File: src/rtl/display_pkg.sv
// Shared types and constants for the display scanner and its BCD converter.
package display_pkg;
  localparam int VALUE_W    = 14;
  localparam int NUM_DIGITS = 4;
  localparam int MAX_VALUE  = 9999;

  typedef logic [3:0] bcd_t;
  typedef bcd_t [NUM_DIGITS-1:0] bcd4_t;

  typedef enum logic [1:0] {IDLE, CONV, COMMIT} state_t;
endpackage

File: src/rtl/display_scanner_if.sv
// Load handshake and scan outputs of the display scanner.
interface display_scanner_if;
  import display_pkg::*;
  logic [VALUE_W-1:0] value;
  logic               load;
  logic               busy;
  logic               overflow;
  logic [3:0]         digit;
  logic [3:0]         anode;

  modport master (output value, load, input busy, overflow, digit, anode);
  modport slave  (input value, load, output busy, overflow, digit, anode);
endinterface

File: src/rtl/bcd_converter.sv
// Sequential double-dabble: 14 shift cycles then a one-cycle COMMIT strobe.
module bcd_converter
  import display_pkg::*;
(
  input  logic               clk,
  input  logic               reset_n,
  input  logic               i_start,
  input  logic [VALUE_W-1:0] i_value,
  output logic               o_busy,
  output logic               o_done,
  output bcd4_t              o_bcd,
  output logic               o_overflow
);
  state_t             r_state, w_state_nxt;
  logic [VALUE_W-1:0] r_bin, r_cap;
  logic [15:0]        r_bcd, w_adj;
  logic [3:0]         r_cnt;

  always_comb begin
    w_adj = r_bcd;
    for (int i = 0; i < NUM_DIGITS; i++)
      if (r_bcd[i*4 +: 4] >= 4'd5) w_adj[i*4 +: 4] = r_bcd[i*4 +: 4] + 4'd3;
  end

  always_comb begin
    w_state_nxt = r_state;
    case (r_state)
      IDLE:    if (i_start) w_state_nxt = CONV;
      CONV:    if (r_cnt == 4'(VALUE_W-1)) w_state_nxt = COMMIT;
      COMMIT:  w_state_nxt = IDLE;
      default: w_state_nxt = IDLE;
    endcase
  end

  always_ff @(posedge clk) begin
    if (!reset_n) begin
      r_state <= IDLE;
      r_bin   <= '0;
      r_cap   <= '0;
      r_bcd   <= '0;
      r_cnt   <= '0;
    end else begin
      r_state <= w_state_nxt;
      case (r_state)
        IDLE: if (i_start) begin
          r_bin <= i_value;
          r_cap <= i_value;
          r_bcd <= '0;
          r_cnt <= '0;
        end
        CONV: begin
          // Adjusted BCD and binary shift as one 30-bit word.
          {r_bcd, r_bin} <= {w_adj, r_bin} << 1;
          r_cnt          <= r_cnt + 4'd1;
        end
        default: ;
      endcase
    end
  end

  assign o_busy     = (r_state != IDLE);
  assign o_done     = (r_state == COMMIT);
  assign o_bcd      = r_bcd;
  assign o_overflow = (r_cap > VALUE_W'(MAX_VALUE));
endmodule

File: src/rtl/display_scanner.sv
// Binary-to-BCD display driver with free-running digit scan.
// Leading-zero blanking is enabled by defining DISPLAY_BLANK_EN.
module display_scanner
  import display_pkg::*;
#(
  parameter int REFRESH_DIV = 50000
) (
  input  logic              clk,
  input  logic              reset_n,
  display_scanner_if.slave  bus
);
  localparam int PW = (REFRESH_DIV > 2) ? $clog2(REFRESH_DIV) : 1;

  bcd4_t           r_display;
  logic            r_overflow;
  logic [PW-1:0]   r_presc;
  logic [1:0]      r_idx, w_idx_nxt;
  logic [3:0]      r_digit, r_anode;
  logic            w_wrap;
  logic [NUM_DIGITS-1:0] w_blank;

  logic  w_busy, w_done, w_conv_ovf;
  bcd4_t w_bcd;

  bcd_converter u_conv (
    .clk       (clk),
    .reset_n   (reset_n),
    .i_start   (bus.load),
    .i_value   (bus.value),
    .o_busy    (w_busy),
    .o_done    (w_done),
    .o_bcd     (w_bcd),
    .o_overflow(w_conv_ovf)
  );

  assign w_wrap    = (r_presc == PW'(REFRESH_DIV-1));
  assign w_idx_nxt = w_wrap ? r_idx + 2'd1 : r_idx;

`ifdef DISPLAY_BLANK_EN
  logic w_hi_zero;
  // A digit blanks only when it and everything above it is zero; units always lit.
  always_comb begin
    w_blank   = '0;
    w_hi_zero = 1'b1;
    for (int i = NUM_DIGITS-1; i >= 1; i--) begin
      w_hi_zero  = w_hi_zero && (r_display[i] == 4'd0);
      w_blank[i] = w_hi_zero;
    end
  end
`else
  assign w_blank = '0;
`endif

  always_ff @(posedge clk) begin
    if (!reset_n) begin
      r_display  <= '0;
      r_overflow <= 1'b0;
      r_presc    <= '0;
      r_idx      <= '0;
      r_digit    <= 4'd0;
      r_anode    <= 4'b1110;
    end else begin
      if (w_done) begin
        r_display  <= w_conv_ovf ? bcd4_t'({NUM_DIGITS{4'd9}}) : w_bcd;
        r_overflow <= w_conv_ovf;
      end
      r_presc <= w_wrap ? '0 : r_presc + PW'(1);
      r_idx   <= w_idx_nxt;
      // Outputs follow the next index so anode and index switch on the same edge.
      r_digit <= r_display[w_idx_nxt];
      r_anode <= w_blank[w_idx_nxt] ? 4'b1111 : ~(4'b0001 << w_idx_nxt);
    end
  end

  assign bus.busy     = w_busy;
  assign bus.overflow = r_overflow;
  assign bus.digit    = r_digit;
  assign bus.anode    = r_anode;
endmodule

File: src/flat_wrapper.sv
// flat-port wrapper written by rule: the top's interface ports become plain ports
module display_scanner_flat import display_pkg::*;
#(
  parameter int REFRESH_DIV = 50000
)
  (clk, reset_n, bus_value, bus_load, bus_busy, bus_overflow, bus_digit, bus_anode);
  display_scanner_if bus_i ();
  input  logic clk;
  input  logic reset_n;
  input wire logic [$bits(bus_i.value)-1:0] bus_value;
  input wire logic [$bits(bus_i.load)-1:0] bus_load;
  output wire logic [$bits(bus_i.busy)-1:0] bus_busy;
  output wire logic [$bits(bus_i.overflow)-1:0] bus_overflow;
  output wire logic [$bits(bus_i.digit)-1:0] bus_digit;
  output wire logic [$bits(bus_i.anode)-1:0] bus_anode;
  assign bus_i.value = bus_value;
  assign bus_i.load = bus_load;
  assign bus_busy = bus_i.busy;
  assign bus_overflow = bus_i.overflow;
  assign bus_digit = bus_i.digit;
  assign bus_anode = bus_i.anode;
  display_scanner #(.REFRESH_DIV(REFRESH_DIV)) u_core (.clk(clk), .reset_n(reset_n), .bus(bus_i));
endmodule
File: config.mk
export PLATFORM = sky130hd
export DESIGN_NAME = display_scanner_flat
export DESIGN_NICKNAME = d
export VERILOG_FILES = /design/src/rtl/display_pkg.sv /design/src/rtl/display_scanner_if.sv /design/src/rtl/bcd_converter.sv /design/src/rtl/display_scanner.sv /design/src/flat_wrapper.sv
export SDC_FILE = /design/constraint.sdc
export NUM_CORES = 1
export LEC_CHECK = 0
export BUFFER_PORTS_ARGS = -buffer_cell sky130_fd_sc_hd__buf_2
export CORE_MARGIN = 4
export CORE_UTILIZATION = 55
export CTS_CLUSTER_DIAMETER = 60
export CTS_CLUSTER_SIZE = 10
export DETAILED_ROUTE_END_ITERATION = 10
export PLACE_DENSITY = 0.74
export SLEW_MARGIN = 20
export SYNTH_ARGS = -nofsm -noshare
export SYNTH_HDL_FRONTEND = slang
export SYNTH_HIERARCHICAL = 1
export SYNTH_SLANG_ARGS = --single-unit
File: constraint.sdc
create_clock -name clk -period 3.7 [get_ports clk]
set_clock_uncertainty 0.1 [all_clocks]
set_input_delay 0.37 -clock clk [delete_from_list [all_inputs] [get_ports clk]]
set_output_delay 0.37 -clock clk [all_outputs]
set_load 0.005 [all_outputs]
==> results.txt, run 1 <==
----------------------------------------------------
[Worst setup path]
  Class of the most critical setup path ... register to register
  Cell class contributing the biggest share of worst-path delay ... simple AND/OR/NAND/NOR gates
  Worst path cell trace ... or4_1 -> or4_1 -> mux2i_4 -> a32oi_1 -> o21ai_1
  Maximum fanout along the worst path ... 5
  Worst-path cell with the longest stage delay ... or4_1
  Nature of the critical path startpoint ... register
  Slowest Stage Delay on Critical Path ... 0.72 ns
  Data arrival time of the critical path ... 2.56 ns
  Critical path buffers and inverters ... 0
  Library cell appearing most often on the critical path ... or4_1
  Endpoint kind of the worst setup timing path ... register
  Data required time of the critical path ... 3.84 ns

[Floorplan]
  Top Ports ... 27
  Die height ... between 90 and 100 µm
  Core area ... 6910 µm²
  DIE WIDTH ... roughly 93 µm
  Die area ... between 8000 and 9000 µm²
  Starting density of the core ... 57.5%
  Number of standard-cell rows in the floorplan ... 30

[Layout]
  Final layout net count ... 489
  Ant diodes ... 0
  Layout overhead on the synthesized area ... 8.67%
  Area of the multi-input gates ... 1990 µm²
  Share of post-route cells with drive strength above 1 ... 15.1%
  Sequential cell area in the final layout ... approximately 1800 µm²
  Fill cell instance count of the final layout ... 644

[Yosys]
  Number of storage elements in the synthesis netlist ... 89
  Largest family of logic cells by synthesized area ... simple AND/OR/NAND/NOR gates
  Fraction of the mapped netlist area in compound gates ... 15.9%
  Yosys warning count ... 6
  Net count after synthesis ... 477
  Instance count of the mapped netlist ... 449
  Portion of netlist area occupied by mux cells ... 3.31%
  Adder-cell share of the synthesized area ... 3.47%
  Average instance area after synthesis ... 8.84 µm²
  Combined area of all synthesized cells ... 3970 µm²
  Area share of xor/xnor cells in the synthesized design ... between 5 and 6%
  Post-synth cell types ... 47
  Area fraction in and, or, nand and nor cells after synthesis ... 21.8%
  Proportion of synthesized chip area in sequential cells ... around 45%

[Power and ir drop]
  Final Total Pwr ... 1.84 mW
  Maximum resistive drop on vdd ... between 0.0003 and 0.0004 V
  Total power density per cell area ... 427 nW/µm²
  Standby leakage power ... 1.66 nW

[Run status]
  Run status ... finished, final reports clean

[STA]
  RSZ-0062 raised after global routing ... false
  Final Hold Violating Endpoints ... 0
  Achievable clock frequency ... about 0.41 GHz
  Ratio of final minimum period to clock period ... between 60% and 70%
  Final setup margin ... 1.28 ns
  Final total negative setup slack ... 0 ns
  Min cycle time layout ... 2.42 ns
  Post-route worst hold slack ... 0.168 ns
  Final-report max-slew violation count ... 0
  Setup violators final ... 0
  Worst Max-Slew Pin Slew ... a little over 0.9 ns
  Relative max-transition margin ... 37.6%

[Detailed routing]
  Drt first pass iters ... 4
  Number of routed nets with antenna violations ... 0
  Total length of routed wires ... 7970 µm
  Via density per instance ... 5.45
  Number of DRC violations after detailed-routing iteration 0 ... 131
  Wire length per cell after detailed routing ... roughly 14 µm
  Number of remaining DRC errors ... 0
  Vias ... 3,055

[Clock tree]
  Postcts setup bufs ... 0
  Clk slew on worst S/H paths ... 0.09 ns
  Clock buffers created by TritonCTS ... 9
  Later-pin clock latency in the skew report ... 0.35 ns
  H-tree Lvls ... 3
  Clock Sinks ... 89
  Root Driver ... clkbuf_8
  Number of hold buffers added after cts ... 0
  TritonCTS clock tree ... yes
  Buffers from clock root to sink, at most ... 2
  Cts repair resizes ... 0

[Global route]
  Number of global-route vias before repair ... ~3,000
  Antenna violations before repair ... 0
  Global-route congestion overflow total ... 0
  First-pass GRT wire length ... ~14,000 µm
  Pin count of the biggest net entering global routing ... 45
  GRT Resource Usage Total ... 19.5%

[Placement]
  Final HPWL from detailed placement ... about 5600 µm
  Setup slack at placement ... 1.29 ns
  RD Place Congestion ... 0.797
  IO buf count ... 26

[Run]
  Number of maximum-capacitance constraint violations ... 0

[Min path]
  Min-delay worst type ... input port to register

----------------------------------------------------
-- kinds of logic after synthesis --
family          Yosys count
xor+xnor                 25
fa+ha+maj                11
compound gates           93
buf+inv                  42
simple gates            178
mux                      11
flops                    89
-- final timing paths --
kind	to	startpoint	slack (ns)	cells after the start
worst max register to register	u_core/bus.digit[1]$_SDFF_PN0_	u_core/r_presc[12]$_SDFF_PP0_	1.28	5
worst min register to register	u_core/r_presc[0]$_SDFF_PP0_	u_core/r_presc[0]$_SDFF_PP0_	0.36	1
worst max-delay path	u_core/bus.digit[1]$_SDFF_PN0_	u_core/r_presc[12]$_SDFF_PP0_	1.28	5
worst min-delay path	u_core/u_conv/r_cap[13]$_SDFFE_PN0P_	bus_value[13]	0.17	3
-- synth_stat cells, drive strengths merged --
cell    instances  area, µm²
a21boi         17        128
o21ai          20        100
or4             2       15.0
or3b            1       8.76
or2             3       18.8
nand4b          1       8.76
or4bb           1       11.3
nand4           2       12.5
nand3b          2       15.0
xor2           12        113
and2b           1       7.51
or3             3       18.8
inv            15       56.3
nor2b          23        144
nand2          45        169
o21bai          1       7.51
nor3            5       25.0
nor4            4       25.0
a21oi          25        125
o31a            1       8.76
o31ai           3       22.5
mux2i           7       86.3
buf            12       81.3
a32oi           4       35.0
nor2           57        221
nand3          15       75.1
o21a            1       7.51
o221a          13        146
mux2            4       45.0
xnor2          13        114
ha             11        138
and2            2       12.5
clkbuf         15       56.3
and3            4       27.5
o22ai           8       50.1
dfxtp          89       1780
nand2b          7       51.3
-- worst reg2reg max path: stages (launching register included) --
cell and delay (ns):
dfxtp_1 0.35, or4_1 0.55, or4_1 0.72, mux2i_4 0.28
a32oi_1 0.23, o21ai_1 0.09
-- per-stage QoR --
step / utilization [%] / instance area (µm²) / std cells
finish: 62.4 / 4310 / 561
CTS: 62.4 / 4310 / 561
global route: 62.4 / 4310 / 561
floorplan: - / 3970 / 449
detailed placement: 59.3 / 4100 / 546
global placement: 59.3 / 4100 / 546
-- state kept, by name, summed over array words and instances, names as in the netlist, 2 cells and up --
register               count
u_core/u_conv/r_bin       14
u_core/r_display          16
u_core/r_presc            16
u_core/u_conv/r_state      2
u_core/u_conv/o_bcd       16
u_core/bus.anode           4
u_core/r_idx               2
u_core/u_conv/r_cap       10
u_core/u_conv/r_cnt        4
u_core/bus.digit           4
-- cell usage in the layout, fill, tap and decap left out, types with 3 or more instances in the layout --
cell type	instances
o21ai_0	16
xnor2_1	13
inv_1	15
o221a_2	13
nor2_1	56
xor2_1	11
nor4_1	4
or3_1	3
mux2i_1	5
clkbuf_8	9
nand2_1	45
a21boi_0	6
a32oi_1	4
a21boi_1	11
nand3_1	15
mux2_2	4
o31ai_1	3
o22ai_1	8
nand2b_1	6
o21ai_1	4
buf_2	26
nor2b_1	23
or2_2	3
nor3_1	5
a21oi_1	25
dfxtp_1	89
ha_1	11
-- layout make-up --
type,count,share of cell area [%]
Clock inverter,6,2.15
Clock buffer,9,2.87
Timing Repair Buffer,28,3.37
Inverter,15,1.31
Multi-Input combinational cell,318,46.2
Sequential cell,89,41.3
Tap cell,96,2.79
-- metal layers --
metal / GRT usage, % / vias up / routed length, µm
met3: 5.12 / 6 / 334
met1: 24.6 / 1453 / 3820
li1: - / 1550 / -
met5: 0 / - / 0
met4: 5.13 / 0 / 78
met2: 32.9 / 46 / 3730
-- power breakdown --
group / leakage (nW) / internal, mW / switching (mW)
combinational: 0.836 / 0.0521 / 0.0681
clock: 0.102 / 0.380 / 0.337
sequential: 0.723 / 0.984 / 0.0223
total: 1.66 / 1.42 / 0.427
Power figures use the tool's default switching activity.
==> inputs of run 2 (changes only) <==
Settings changed: ABC_AREA set to 1, PLACE_DENSITY 0.74 to 0.73.
Clock period 3.7 ns to 2.4 ns, I/O delays scaled along.
==> run 2 against run 1 <==
  * Worst setup slack worse by 0.69 ns
  * Utilization rose by 0.52 points
  * Sequential share of layout area fell by 2.3 points
  * Power increased by 65%
  * Via count grew 18%
  * Design area rose by 5.9%
  * Die area rose by 2.8%
  * Sequential power increased by 51%
  * Sequential cell count is the same
  * Routed wire length rose by 5.4%
  * Highest routed layer unchanged
==> results.txt, run 2 <==
----------------------------------------------------
[Run status]
  Run status ... finished, final reports clean

[STA]
  Setup violators final ... 0 (unchanged)
  Final total negative setup slack ... 0 ns (unchanged)
  RSZ-0062 raised after global routing ... false
  Worst Max-Slew Pin Slew ... 0.728 ns (-0.207 ns)
  Final Hold Violating Endpoints ... 0 (unchanged)
  Min cycle time layout ... 1.80 ns (-0.612 ns)
  Ratio of final minimum period to clock period ... 75.2% (+9.9 points)
  Relative max-transition margin ... 51.4% (+14 points)
  Achievable clock frequency ... 0.554 GHz (+34%)
  Final-report max-slew violation count ... 0 (unchanged)

[Layout]
  Most frequent cells in the layout ... nand2_1 (156), dfxtp_1 (89), nor2_1 (57)
  Layout overhead on the synthesized area ... 11.7%
  Share of post-route cells with drive strength above 1 ... 12.4% (-2.6 points)
  Ant diodes ... 0 (unchanged)
  Area of the multi-input gates ... 1980 µm² (-0.44%)
  Post-layout instance area ... 4570 µm² (+5.9%)
  Leading cell type in the layout, fill and taps excluded ... nand2_1
  Utilization after layout ... 63.0% (+0.52 points)
  Sequential cell area in the final layout ... 1780 µm² (unchanged)
  Final layout net count ... 618 (+26%)
  Fill cell instance count of the final layout ... 680 (+5.6%)

[Worst setup path]
  Reg-to-Reg End ... u_core/r_presc[6]$_SDFF_PP0_
  Endpoint kind of the worst setup timing path ... register
  Data required time of the critical path ... 2.54 ns (-1.30 ns)
  Nature of the critical path startpoint ... register
  Register-to-Register Path Depth ... 7 (+2)
  Class of the most critical setup path ... register to register
  Startpoint of the worst-slack reg-to-reg timing path ... u_core/r_presc[0]$_SDFF_PP0_
  Register-to-register setup slack ... 0.60 ns (-0.69 ns)
  Maximum fanout along the worst path ... 15 (+10)
  Data arrival time of the critical path ... 1.95 ns (-0.61 ns)

[Detailed routing]
  Wire length per cell after detailed routing ... 12.1 µm (-15%)
  Via density per instance ... 5.20 (-4.5%)
  Number of DRC violations after detailed-routing iteration 0 ... 165 (+26%)
  Number of remaining DRC errors ... 0 (unchanged)
  Total length of routed wires ... 8400 µm (+5.4%)
  Vias ... 3,609 (+18%)
  Drt first pass iters ... 4 (unchanged)
  Number of routed nets with antenna violations ... 0 (unchanged)

[Min path]
  Startpoint of the worst hold path ... bus_value[1]
  Worst hold path endpoint ... u_core/u_conv/r_bin[1]$_SDFFE_PN0P_
  Number of cells traversed by the worst hold path ... 3 (unchanged)
  Min-delay worst type ... input port to register

[Yosys]
  Average instance area after synthesis ... 7.22 µm² (-18%)
  Most frequently used cell type in the post-synthesis netlist ... nand2_1
  Dominant synthesized flop cell ... dfxtp_1
  Yosys warning count ... 6 (unchanged)
  Combined area of all synthesized cells ... 4090 µm² (+3.0%)
  Yosys top cell area share ... 43.6% (-1.3 points)
  Share of async-settable or async-resettable flops after synthesis ... 0% (unchanged)
  Most numerous cell types in the synthesized netlist ... nand2_1 (156), dfxtp_1 (89), nor2_1 (57), inv_1 (55), a21oi_1 (47)
  Instance count of the mapped netlist ... 566 (+26%)
  Post-synth cell types ... 41 (-13%)
  Net count after synthesis ... 594 (+25%)
  Proportion of synthesized chip area in sequential cells ... 43.6% (-1.3 points)
  Cell type contributing the most total cell area after synthesis ... dfxtp_1
  Number of storage elements in the synthesis netlist ... 89 (unchanged)
  Number of enable flip-flop cells after synthesis ... 0 (unchanged)
  Area contributors post-synth ... dfxtp_1 (44%), nand2_1 (14%), a21oi_1 (5.8%)

[Floorplan]
  DIE WIDTH ... 94.2 µm (+1.4%)
  Number of standard-cell rows in the floorplan ... 31 (+3.3%)
  Starting density of the core ... 56.4% (-1.1 points)
  Core area ... 7250 µm² (+5.0%)
  Top Ports ... 27 (unchanged)
  Die height ... 94.2 µm (+1.4%)
  Die area ... 8880 µm² (+2.8%)

[Clock tree]
  Later-pin clock latency in the skew report ... 0.35 ns (about the same)
  Clk slew on worst S/H paths ... 0.09 ns (about the same)
  Clock Sinks ... 89 (unchanged)
  Clock buffers created by TritonCTS ... 9 (unchanged)
  Buffers from clock root to sink, at most ... 2 (unchanged)
  TritonCTS clock tree ... yes
  Root Driver ... clkbuf_8
  Postcts setup bufs ... 0 (unchanged)
  H-tree Lvls ... 3 (unchanged)
  Number of hold buffers added after cts ... 0 (unchanged)
  Cts repair resizes ... 0 (unchanged)

[Placement]
  Final HPWL from detailed placement ... 5680 µm (+2.0%)
  DP Area ... 4290 µm² (+4.8%)
  IO buf count ... 26 (unchanged)
  RD Place Congestion ... 0.849 (+6.5%)

[Global route]
  GRT Resource Usage Total ... 19.9% (+0.41 points)
  First-pass GRT wire length ... 14,300 µm (+4.2%)
  Antenna violations before repair ... 0 (unchanged)
  Number of global-route vias before repair ... 3,312 (+11%)
  Global-route congestion overflow total ... 0 (unchanged)
  Pin count of the biggest net entering global routing ... 29 (-36%)

[Power and ir drop]
  Maximum resistive drop on vdd ... 0.000433 V (+44%)
  Standby leakage power ... 1.78 nW (+7.3%)
  Total power density per cell area ... 666 nW/µm² (+56%)
  Final Total Pwr ... 3.04 mW (+65%)

[Run]
  Number of maximum-capacitance constraint violations ... 0 (unchanged)

----------------------------------------------------
==> run 2: cell count changes in the layout (fill, tap and decap cells not counted), moves of 9 or more <==
| cell | previous run | this run |
|---|---|---|
| inv_1 | 15 | 55 |
| xnor2_1 | 13 | 2 |
| a21boi_1 | 11 | 0 |
| xor2_1 | 11 | 1 |
| nor2b_1 | 23 | 0 |
| nand3_1 | 15 | 44 |
| o221a_2 | 13 | 0 |
| a21oi_1 | 25 | 47 |
| nand4_1 | 2 | 12 |
| a31oi_1 | 0 | 13 |
| nand2_1 | 45 | 156 |
| o21ai_0 | 16 | 7 |
==> run 2: metal layers <==
metal  vias to the layer above  routed length, µm  part of all wire [%]  global-route usage (%)
li1                       1887                  -                     -                       -
met1                      1636               3990                    47                    24.6
met2                        80               3900                    46                    33.7
met3                         6                428                   5.1                    5.45
met4                         0                 86                   1.0                    5.54
met5                         -                  0                     0                       0
==> run 2: where the power goes <==
group          internal (mW)  switching [mW]
logic                 0.0479          0.0990
registers               1.51          0.0222
clock network          0.831           0.531
total                   2.39           0.652
==> run 2: worst max path at each step <==
stage / endpoint / start / cells past startpoint
2_1_floorplan: u_core/r_display[0]$_SDFFE_PN0P_ / u_core/u_conv/r_state[1]$_SDFFE_PN0P_ / 7
3_3_place_gp: u_core/r_presc[6]$_SDFF_PP0_ / u_core/r_presc[0]$_SDFF_PP0_ / 7
3_5_place_dp: u_core/r_presc[6]$_SDFF_PP0_ / u_core/r_presc[0]$_SDFF_PP0_ / 7
4_1_cts: u_core/r_presc[6]$_SDFF_PP0_ / u_core/r_presc[0]$_SDFF_PP0_ / 7
5_1_grt: u_core/r_presc[6]$_SDFF_PP0_ / u_core/r_presc[0]$_SDFF_PP0_ / 7
6_report: u_core/r_presc[6]$_SDFF_PP0_ / u_core/r_presc[0]$_SDFF_PP0_ / 7
==> run 2: cell families (layout without fill, tap and decap cells) <==
family / after synthesis / after routing / share of synthesized area (%)
adders and majority gates: 11 / 11 / 3.37
AOI/OAI and AO/OA: 88 / 88 / 12.4
xor gates and xnor gates: 3 / 3 / 0.643
and+or+nand+nor: 294 / 294 / 32.1
buffers and inverters: 81 / 110 / 7.89
DFF: 89 / 89 / 43.6
==> run 2: cell type report <==
cell class	count	share of cell area (%)
inverters	64	5.29
flip-flops and latches	89	39.0
clock buffers	10	3.01
multi-input cells	396	43.5
repair buffers	30	3.51
clock inverters	6	3.01
well taps	99	2.71
==> run 2: per-stage QoR <==
step                worst slack, ns  hold WS [ns]  instances
finish                        0.595        0.0517        694
global route                  0.417        0.0296        694
CTS                           0.587        0.0331        694
detailed placement            0.606         0.352        678
global placement              0.671         0.345        678
floorplan                     0.849         0.275        566
==> run 2: worst max-delay path, cell delays in order, from the launching register on <==
cell     delay [ns]
dfxtp_1        0.37
ha_1           0.23
nand3_2        0.14
nor2_1         0.13
nand2_1        0.11
nand2_1        0.41
a21oi_1        0.08
o21a_1         0.12
